## src/rtl/joy_db15_pkg.sv

```systemverilog
// Shared constants, state encoding and frame packing for the DB15 splitter emulation.
package joy_db15_pkg;

    localparam int NBITS_DEF   = 24;
    localparam int PLAYER_BITS = 12;

    typedef enum logic [1:0] {IDLE, LOAD, SHIFT, DONE} state_t;

    // Bit positions inside one 12-bit player word, bit0 first on the wire
    localparam int BTN_R  = 0;
    localparam int BTN_L  = 1;
    localparam int BTN_DN = 2;
    localparam int BTN_UP = 3;
    localparam int BTN_A  = 4;
    localparam int BTN_B  = 5;
    localparam int BTN_C  = 6;
    localparam int BTN_D  = 7;
    localparam int BTN_E  = 8;
    localparam int BTN_F  = 9;
    localparam int BTN_S  = 10;
    localparam int BTN_LB = 11;

    // The 74HC165 chain sees pulled-up buttons, so the wire image is inverted
    function automatic logic [2*PLAYER_BITS-1:0] pack_frame(
        input logic [PLAYER_BITS-1:0] j1,
        input logic [PLAYER_BITS-1:0] j2
    );
        return {~j2, ~j1};
    endfunction

endpackage

```

## src/rtl/joy_db15_tx_sync_edge.sv

```systemverilog
// Two-flop synchronizer plus edge register; all flops idle high like the pulled-up strobes.
module sync_edge (
    input  logic clk,
    input  logic reset,
    input  logic din,
    output logic q,
    output logic rise,
    output logic fall
);
    logic s1, s2, s3;

    always_ff @(posedge clk) begin
        if (reset) begin
            s1 <= 1'b1;
            s2 <= 1'b1;
            s3 <= 1'b1;
        end else begin
            s1 <= din;
            s2 <= s1;
            s3 <= s2;
        end
    end

    assign q    = s2;
    assign rise = s2 & ~s3;
    assign fall = ~s2 & s3;

endmodule

```

## src/rtl/joy_db15_tx.sv

```systemverilog
// Emulated DB15 splitter: answers JOY_LOAD/JOY_CLK with the two joystick words serialized LSB first.
module joy_db15_tx
    import joy_db15_pkg::*;
#(
    parameter int NBITS   = NBITS_DEF,
    parameter int TIMEOUT = 1_000_000
) (
    input  logic                   clk,
    input  logic                   reset,
    input  logic [PLAYER_BITS-1:0] joystick1,
    input  logic [PLAYER_BITS-1:0] joystick2,
    input  logic                   JOY_LOAD,
    input  logic                   JOY_CLK,
    output logic                   JOY_DATA,
    output logic                   frame_done,
    output logic                   overrun,
    output logic                   link_active
);
    localparam int BW = $clog2(NBITS);
    localparam int CW = $clog2(TIMEOUT + 1);
    localparam logic [BW-1:0] LAST = BW'(NBITS - 1);
    localparam logic [CW-1:0] WD_MAX = CW'(TIMEOUT);

    logic load_s, load_rise, load_fall;
    logic clk_s, clk_rise, clk_fall;
    logic unused_sync;

    sync_edge u_load_sync (
        .clk  (clk),
        .reset(reset),
        .din  (JOY_LOAD),
        .q    (load_s),
        .rise (load_rise),
        .fall (load_fall)
    );

    sync_edge u_clk_sync (
        .clk  (clk),
        .reset(reset),
        .din  (JOY_CLK),
        .q    (clk_s),
        .rise (clk_rise),
        .fall (clk_fall)
    );

    assign unused_sync = ^{load_rise, clk_s, clk_fall};

    state_t          state_q, state_d;
    logic [NBITS-1:0] sr;
    logic [BW-1:0]   bit_cnt;
    logic [CW-1:0]   wd_cnt;
    logic            do_load, do_shift, do_last;

    always_comb begin
        state_d  = state_q;
        do_load  = ~load_s;
        do_shift = 1'b0;
        do_last  = 1'b0;
        case (state_q)
            IDLE:  ;
            LOAD:  if (load_s) state_d = SHIFT;
            SHIFT: begin
                do_shift = load_s & clk_rise;
                do_last  = do_shift && (bit_cnt == LAST);
                if (do_last) state_d = DONE;
            end
            DONE:  ;
            default: state_d = IDLE;
        endcase
        // A low load level overrides everything, including a coincident shift
        if (!load_s) state_d = LOAD;
    end

    always_ff @(posedge clk) begin
        if (reset) begin
            state_q    <= IDLE;
            sr         <= '1;
            bit_cnt    <= '0;
            frame_done <= 1'b0;
            overrun    <= 1'b0;
        end else begin
            state_q    <= state_d;
            frame_done <= do_last;
            if (do_load) begin
                sr      <= NBITS'(pack_frame(joystick1, joystick2));
                bit_cnt <= '0;
                overrun <= 1'b0;
            end else if (do_shift) begin
                sr      <= {1'b1, sr[NBITS-1:1]};
                bit_cnt <= bit_cnt + 1'b1;
            end else if (state_q == DONE && clk_rise) begin
                overrun <= 1'b1;
            end
        end
    end

    // Watchdog starts saturated so the link reads inactive until the first load
    always_ff @(posedge clk) begin
        if (reset)                wd_cnt <= WD_MAX;
        else if (load_fall)       wd_cnt <= '0;
        else if (wd_cnt < WD_MAX) wd_cnt <= wd_cnt + 1'b1;
    end

    assign link_active = (wd_cnt < WD_MAX);
    assign JOY_DATA    = (state_q == DONE) ? 1'b1 : sr[0];

endmodule

```

## config.mk

```make
export PLATFORM = sky130hd
export DESIGN_NAME = joy_db15_tx
export DESIGN_NICKNAME = d
export VERILOG_FILES = /design/src/rtl/joy_db15_pkg.sv /design/src/rtl/joy_db15_tx_sync_edge.sv /design/src/rtl/joy_db15_tx.sv
export SDC_FILE = /design/constraint.sdc
export NUM_CORES = 1
export LEC_CHECK = 0
export ABC_CLOCK_PERIOD_IN_PS = 2800
export BUFFER_PORTS_ARGS = -buffer_cell sky130_fd_sc_hd__buf_2
export CAP_MARGIN = 20
export CORE_MARGIN = 1
export CORE_UTILIZATION = 40
export CTS_CLUSTER_DIAMETER = 120
export DETAILED_ROUTE_END_ITERATION = 12
export GPL_ROUTABILITY_DRIVEN = 1
export HOLD_SLACK_MARGIN = 0.08
export PLACE_DENSITY = 0.55
export SLEW_MARGIN = 20
export SYNTH_ARGS = -nofsm -noshare
export SYNTH_HDL_FRONTEND = slang
export SYNTH_HIERARCHICAL = 1
export SYNTH_SLANG_ARGS = --single-unit
```

## constraint.sdc

```tcl
create_clock -name clk -period 2.8 [get_ports clk]
set_clock_uncertainty 0.2 [all_clocks]
set_input_delay 0.28 -clock clk [delete_from_list [all_inputs] [get_ports clk]]
set_output_delay 0.28 -clock clk [all_outputs]
set_load 0.02 [all_outputs]
```

=== Word level (Yosys, flattened, before mapping) ===
Cells that the tools add are included.

* Add/subtract/negate cells: 2
* $lt $le $gt $ge: 1
* Equal/unequal tests: 8
* Mux-type cells: 9
* Bitwise operators: 9
* Reductions and logical operators: 10

{| class="wikitable"
|+ Operators by type and width
! cell !! count
|-
| $mux W24 || 2
|-
| $mux W20 || 2
|-
| $not A12 Y12 || 2
|-
| $add A20 B1 Y20 const B || 1
|-
| $lt A20 B20 Y1 const B || 1
|-
| $ne A3 B3 Y1 const B || 2
|-
| $reduce_and A2 Y1 || 3
|-
| $reduce_or A2 Y1 || 3
|-
| $add A5 B1 Y5 const B || 1
|-
| $eq A5 B5 Y1 const B || 1
|-
| $eq A2 B2 Y1 const B || 2
|-
| $ne A2 B2 Y1 const B || 2
|-
| $not A1 Y1 || 4
|-
| $pmux W2 S2 || 1
|-
| $reduce_bool A2 Y1 || 2
|-
| $and A1 B1 Y1 || 3
|-
| $mux W1 || 3
|-
| $eq A2 B1 Y1 const B || 1
|-
| $logic_and A1 B1 Y1 || 2
|-
| $mux W2 || 1
|}

* Register bits: 59
* Bits of input ports: 28
* Logic and storage cells: 53

=== Logic depth before layout (Yosys ltp) ===
* Depth in word-level cells: 7
* Mapped depth: 7
* Mapped depth without buffers: 5

=== By module ===
Netlist, hierarchy kept.

{| class="wikitable"
|+ By module, submodules not included
! module !! times used !! cells an instance !! area each (um2) !! sequential area each (um2)
|-
| joy_db15_tx || 1 || 288 || 2642.5 || 1061.0
|-
| sync_edge || 2 || 8 || 92.6 || 60.1
|}

=== Least setup slack after synthesis ===
OpenSTA, ideal clock, no wires.

* Path kind: reg2reg
* Start point: register wd_cnt[11]
* End point: register wd_cnt[7]
* Arrival: 1698 ps
* Required time: 2530 ps
* Setup slack: 832 ps
* Stages on the path, launching flop included: 5
* Path buffers: 0
* Period minus slack after synthesis: 1968 ps
* Path through: dfxtp_1 -> or3_4 -> o311a_4 -> or4_1 -> a21oi_1

* Word-level cells in the longest chain between the ends: 1

{| class="wikitable"
|+ Ends and longest elaborated chain
! item !! RTL line !! RTL
|-
| start: declaration || joy_db15_tx.sv:51 || <nowiki>logic [CW-1:0] wd_cnt;</nowiki>
|-
| start signal: assignment || joy_db15_tx.sv:101 || <nowiki>else if (wd_cnt < WD_MAX) wd_cnt <= wd_cnt + 1'b1;</nowiki>
|-
| $lt A20 B20 Y1 || joy_db15_tx.sv:101 ||
|}

No other way between the ends.
A chain may end at the register's enable or synchronous reset.

=== Worst setup path in the final report ===
* Start point: register wd_cnt[11]
* End point: output port link_active

* Word-level cells in the longest chain between the ends: 1

{| class="wikitable"
|+ Ends and longest elaborated chain
! item !! RTL line !! RTL
|-
| $lt A20 B20 Y1 || joy_db15_tx.sv:104 || <nowiki>assign link_active = (wd_cnt < WD_MAX);</nowiki>
|-
| end: declaration || joy_db15_tx.sv:17 || <nowiki>output logic link_active</nowiki>
|}

No other way between the ends.

==> metrics.log <==
[metrics] WP data arrival: 1.97 ns
[metrics] maximum operating frequency: 408 MHz
[metrics] vias per inst: a little over 5
[metrics] Cell Rows: 30
[metrics] status: finished, final reports clean
[metrics] Setup crit end kind: output pin
[metrics] kind of critical path: reg2out
[metrics] number of buffers created by CTS: 9
[metrics] clock input transition at the sequential cells of the worst setup and hold paths: around 0.060 ns
[metrics] half-perimeter wire length after detailed placement: 3840 microns
[metrics] TritonCTS clock tree: yes
[metrics] power density cells: 540 nW/um^2
[metrics] per-instance average area after synthesis: 9.32 sq um
[metrics] Max Buffers Root-to-Sink: 2
[metrics] Top Metal Used: met4
[metrics] H-tree levels: 3
[metrics] Sequential Area: between 1000 and 1500 sq um
[metrics] total clock sinks: 59
[metrics] number of max-cap violations: 0
[metrics] Syn Inst Count: 302
[metrics] maximum vdd ir drop: 0.000296 V
[metrics] count of antenna-violating nets left after detailed routing: 0
[metrics] syn_nets: about 330
[metrics] Total Nets Final: between 300 and 400
[metrics] height of the die: 85.9 microns
[metrics] via count: 2348
[metrics] drt initial violations: 108
[metrics] count of pins on the block boundary: 32
[metrics] relative slew slack: 0.643
[metrics] number of synthesis warnings: 6
[metrics] DIE WIDTH: around 86 microns
[metrics] Root Driver: sky130_fd_sc_hd__clkbuf_8
[metrics] overall die area: roughly 7400 sq um
[metrics] M1 WL: 2870 microns
[metrics] kind of start point of the critical path: register
[metrics] worst hold slack across all endpoints: between 0.15 and 0.2 ns
[metrics] sum of met3 wire segment lengths after detailed routing: 273 microns
[metrics] initial cell density of the core: 0.414
[metrics] wire length of the first global-routing pass: 9920 microns
[metrics] antenna cells: 0
[metrics] fill cell count: 637
[metrics] class of the tightest hold or removal check: in2reg
[metrics] postcts setup bufs: 0
[metrics] post-detailed-routing wire length: approximately 6000 microns
[metrics] area occupied by multi-input gates: approximately 1500 sq um
[metrics] Core Box Area: 6790 sq um
[metrics] CP max FO: 24
[metrics] initial antenna violation count: 0
[metrics] first-pass iteration count of the detailed router: 4
[metrics] count of input and output buffers: 31
[metrics] Static Leak: roughly 1.4 nW
[metrics] share of the core filled with cells in the final layout: 0.517
[metrics] filler-free cell count of the finished design: 457
[metrics] post-layout min period: ~2.4 ns
[metrics] number of max-slew violations in the final report: 0
[metrics] setup repair after global routing missed its margin: no
[metrics] WL met2: 2760 microns
[metrics] DR WL/cell: 13.1 microns
[metrics] Sum Neg Setup Slack: 0 ns
[metrics] maximum number of pins on one net before global-route repair: 28
[metrics] global-route usage over all layers: 0.173
[metrics] area growth from synthesis to layout: 24.8%
[metrics] later-pin clock latency in the skew report: between 0.3 and 0.4 ns
[metrics] vias in the first global route: 2128
[metrics] fraction of layout cells with a size suffix above 1: 0.224
[metrics] period utilisation layout: 0.874
[metrics] total gr overflow: 0
[metrics] routability cong.: roughly 0.82
[metrics] DRC violations left: 0
[metrics] final-report hold violation count: 0
[metrics] data required time of the critical path: around 2.3 ns
[metrics] total standard cell area after synthesis: around 2800 sq um
[metrics] final-report setup violation count: 0
[metrics] Worst Tran Pin Value: ~0.54 ns
[metrics] cell count after placement: 416
-- per-stage QoR --
stage	setup slack [ns]	power (mW)	instance area, sq um
after floorplan	0.832	0.983	2810
after global placement	0.684	1.02	3030
after detailed placement	0.658	1.02	3030
after CTS	0.339	1.92	3510
after global routing	0.263	1.98	3510
final	0.352	1.90	3510
-- layer usage --
| metal | vias to the layer above | GRT usage |
|---|---|---|
| met5 | - | 0 |
| met4 | 0 | 0.0545 |
| met3 | 7 | 0.0520 |
| met2 | 46 | 0.279 |
| met1 | 1086 | 0.221 |
| li1 | 1209 | - |
-- cell usage in the layout, fill, tap and decap left out, types with 2 or more instances in the layout --
master	instances
sky130_fd_sc_hd__o21ai_0	8
sky130_fd_sc_hd__clkbuf_8	11
sky130_fd_sc_hd__nand4_1	15
sky130_fd_sc_hd__or2_1	6
sky130_fd_sc_hd__o41ai_1	2
sky130_fd_sc_hd__o31ai_1	5
sky130_fd_sc_hd__a21oi_1	11
sky130_fd_sc_hd__nor4_1	2
sky130_fd_sc_hd__mux2_2	23
sky130_fd_sc_hd__or3_1	4
sky130_fd_sc_hd__a31oi_1	5
sky130_fd_sc_hd__ha_1	2
sky130_fd_sc_hd__mux2i_1	26
sky130_fd_sc_hd__buf_4	4
sky130_fd_sc_hd__xor2_1	3
sky130_fd_sc_hd__dfxtp_1	59
sky130_fd_sc_hd__and4_1	3
sky130_fd_sc_hd__or2_2	5
sky130_fd_sc_hd__nand2_1	41
sky130_fd_sc_hd__nand3_1	6
sky130_fd_sc_hd__or4_1	6
sky130_fd_sc_hd__xnor2_1	2
sky130_fd_sc_hd__nor3_1	2
sky130_fd_sc_hd__dlygate4sd3_1	26
sky130_fd_sc_hd__buf_2	31
sky130_fd_sc_hd__nor2b_1	4
sky130_fd_sc_hd__o311ai_0	5
sky130_fd_sc_hd__nor2_1	17
sky130_fd_sc_hd__o2111ai_1	3
sky130_fd_sc_hd__bufinv_16	2
sky130_fd_sc_hd__clkinv_1	2
sky130_fd_sc_hd__inv_1	7
-- where the power goes --
group | switching (mW) | internal (mW)
sequential | 0.0123 | 0.860
combinational | 0.0740 | 0.0826
clock | 0.324 | 0.544
-- layout make-up --
cell class	instances	area share
Multi-Input combinational cell	217	0.429
Sequential cell	59	0.336
Timing Repair Buffer	61	0.127
Clock buffer	11	0.0431
Tap cell	96	0.0342
Clock inverter	4	0.0210
Inverter	9	0.00962
-- critical path, stage by stage, from the launching register on --
cell,delay (ns)
sky130_fd_sc_hd__dfxtp_1,0.34
sky130_fd_sc_hd__or3_4,0.40
sky130_fd_sc_hd__o311a_4,0.48
sky130_fd_sc_hd__clkinv_1,0.21
sky130_fd_sc_hd__buf_2,0.20
-- flip-flops by register name, indices dropped and copies added, names as in the netlist --
signal,flops
u_load_sync/q,1
u_load_sync/s3,1
u_load_sync/s1,1
u_clk_sync/s1,1
u_clk_sync/q,1
overrun,1
state_q,2
u_clk_sync/s3,1
wd_cnt,20
sr,24
bit_cnt,5
frame_done,1
-- repair_timing --
action	in CTS	in global routing
endpoints found under the hold margin	26	0
resized for setup	0	0
hold buffers	26	0
-- worst paths after layout --
check | cells after the start | from | endpoint | slack, ns
max reg2reg | 5 | wd_cnt[11] | wd_cnt[9] | 0.64
max | 4 | wd_cnt[11] | link_active | 0.35
min | 2 | reset | frame_done | 0.16
min reg2reg | 1 | u_load_sync/s1 | u_load_sync/q | 0.21
No activity file was read; power rests on OpenSTA's default activity.
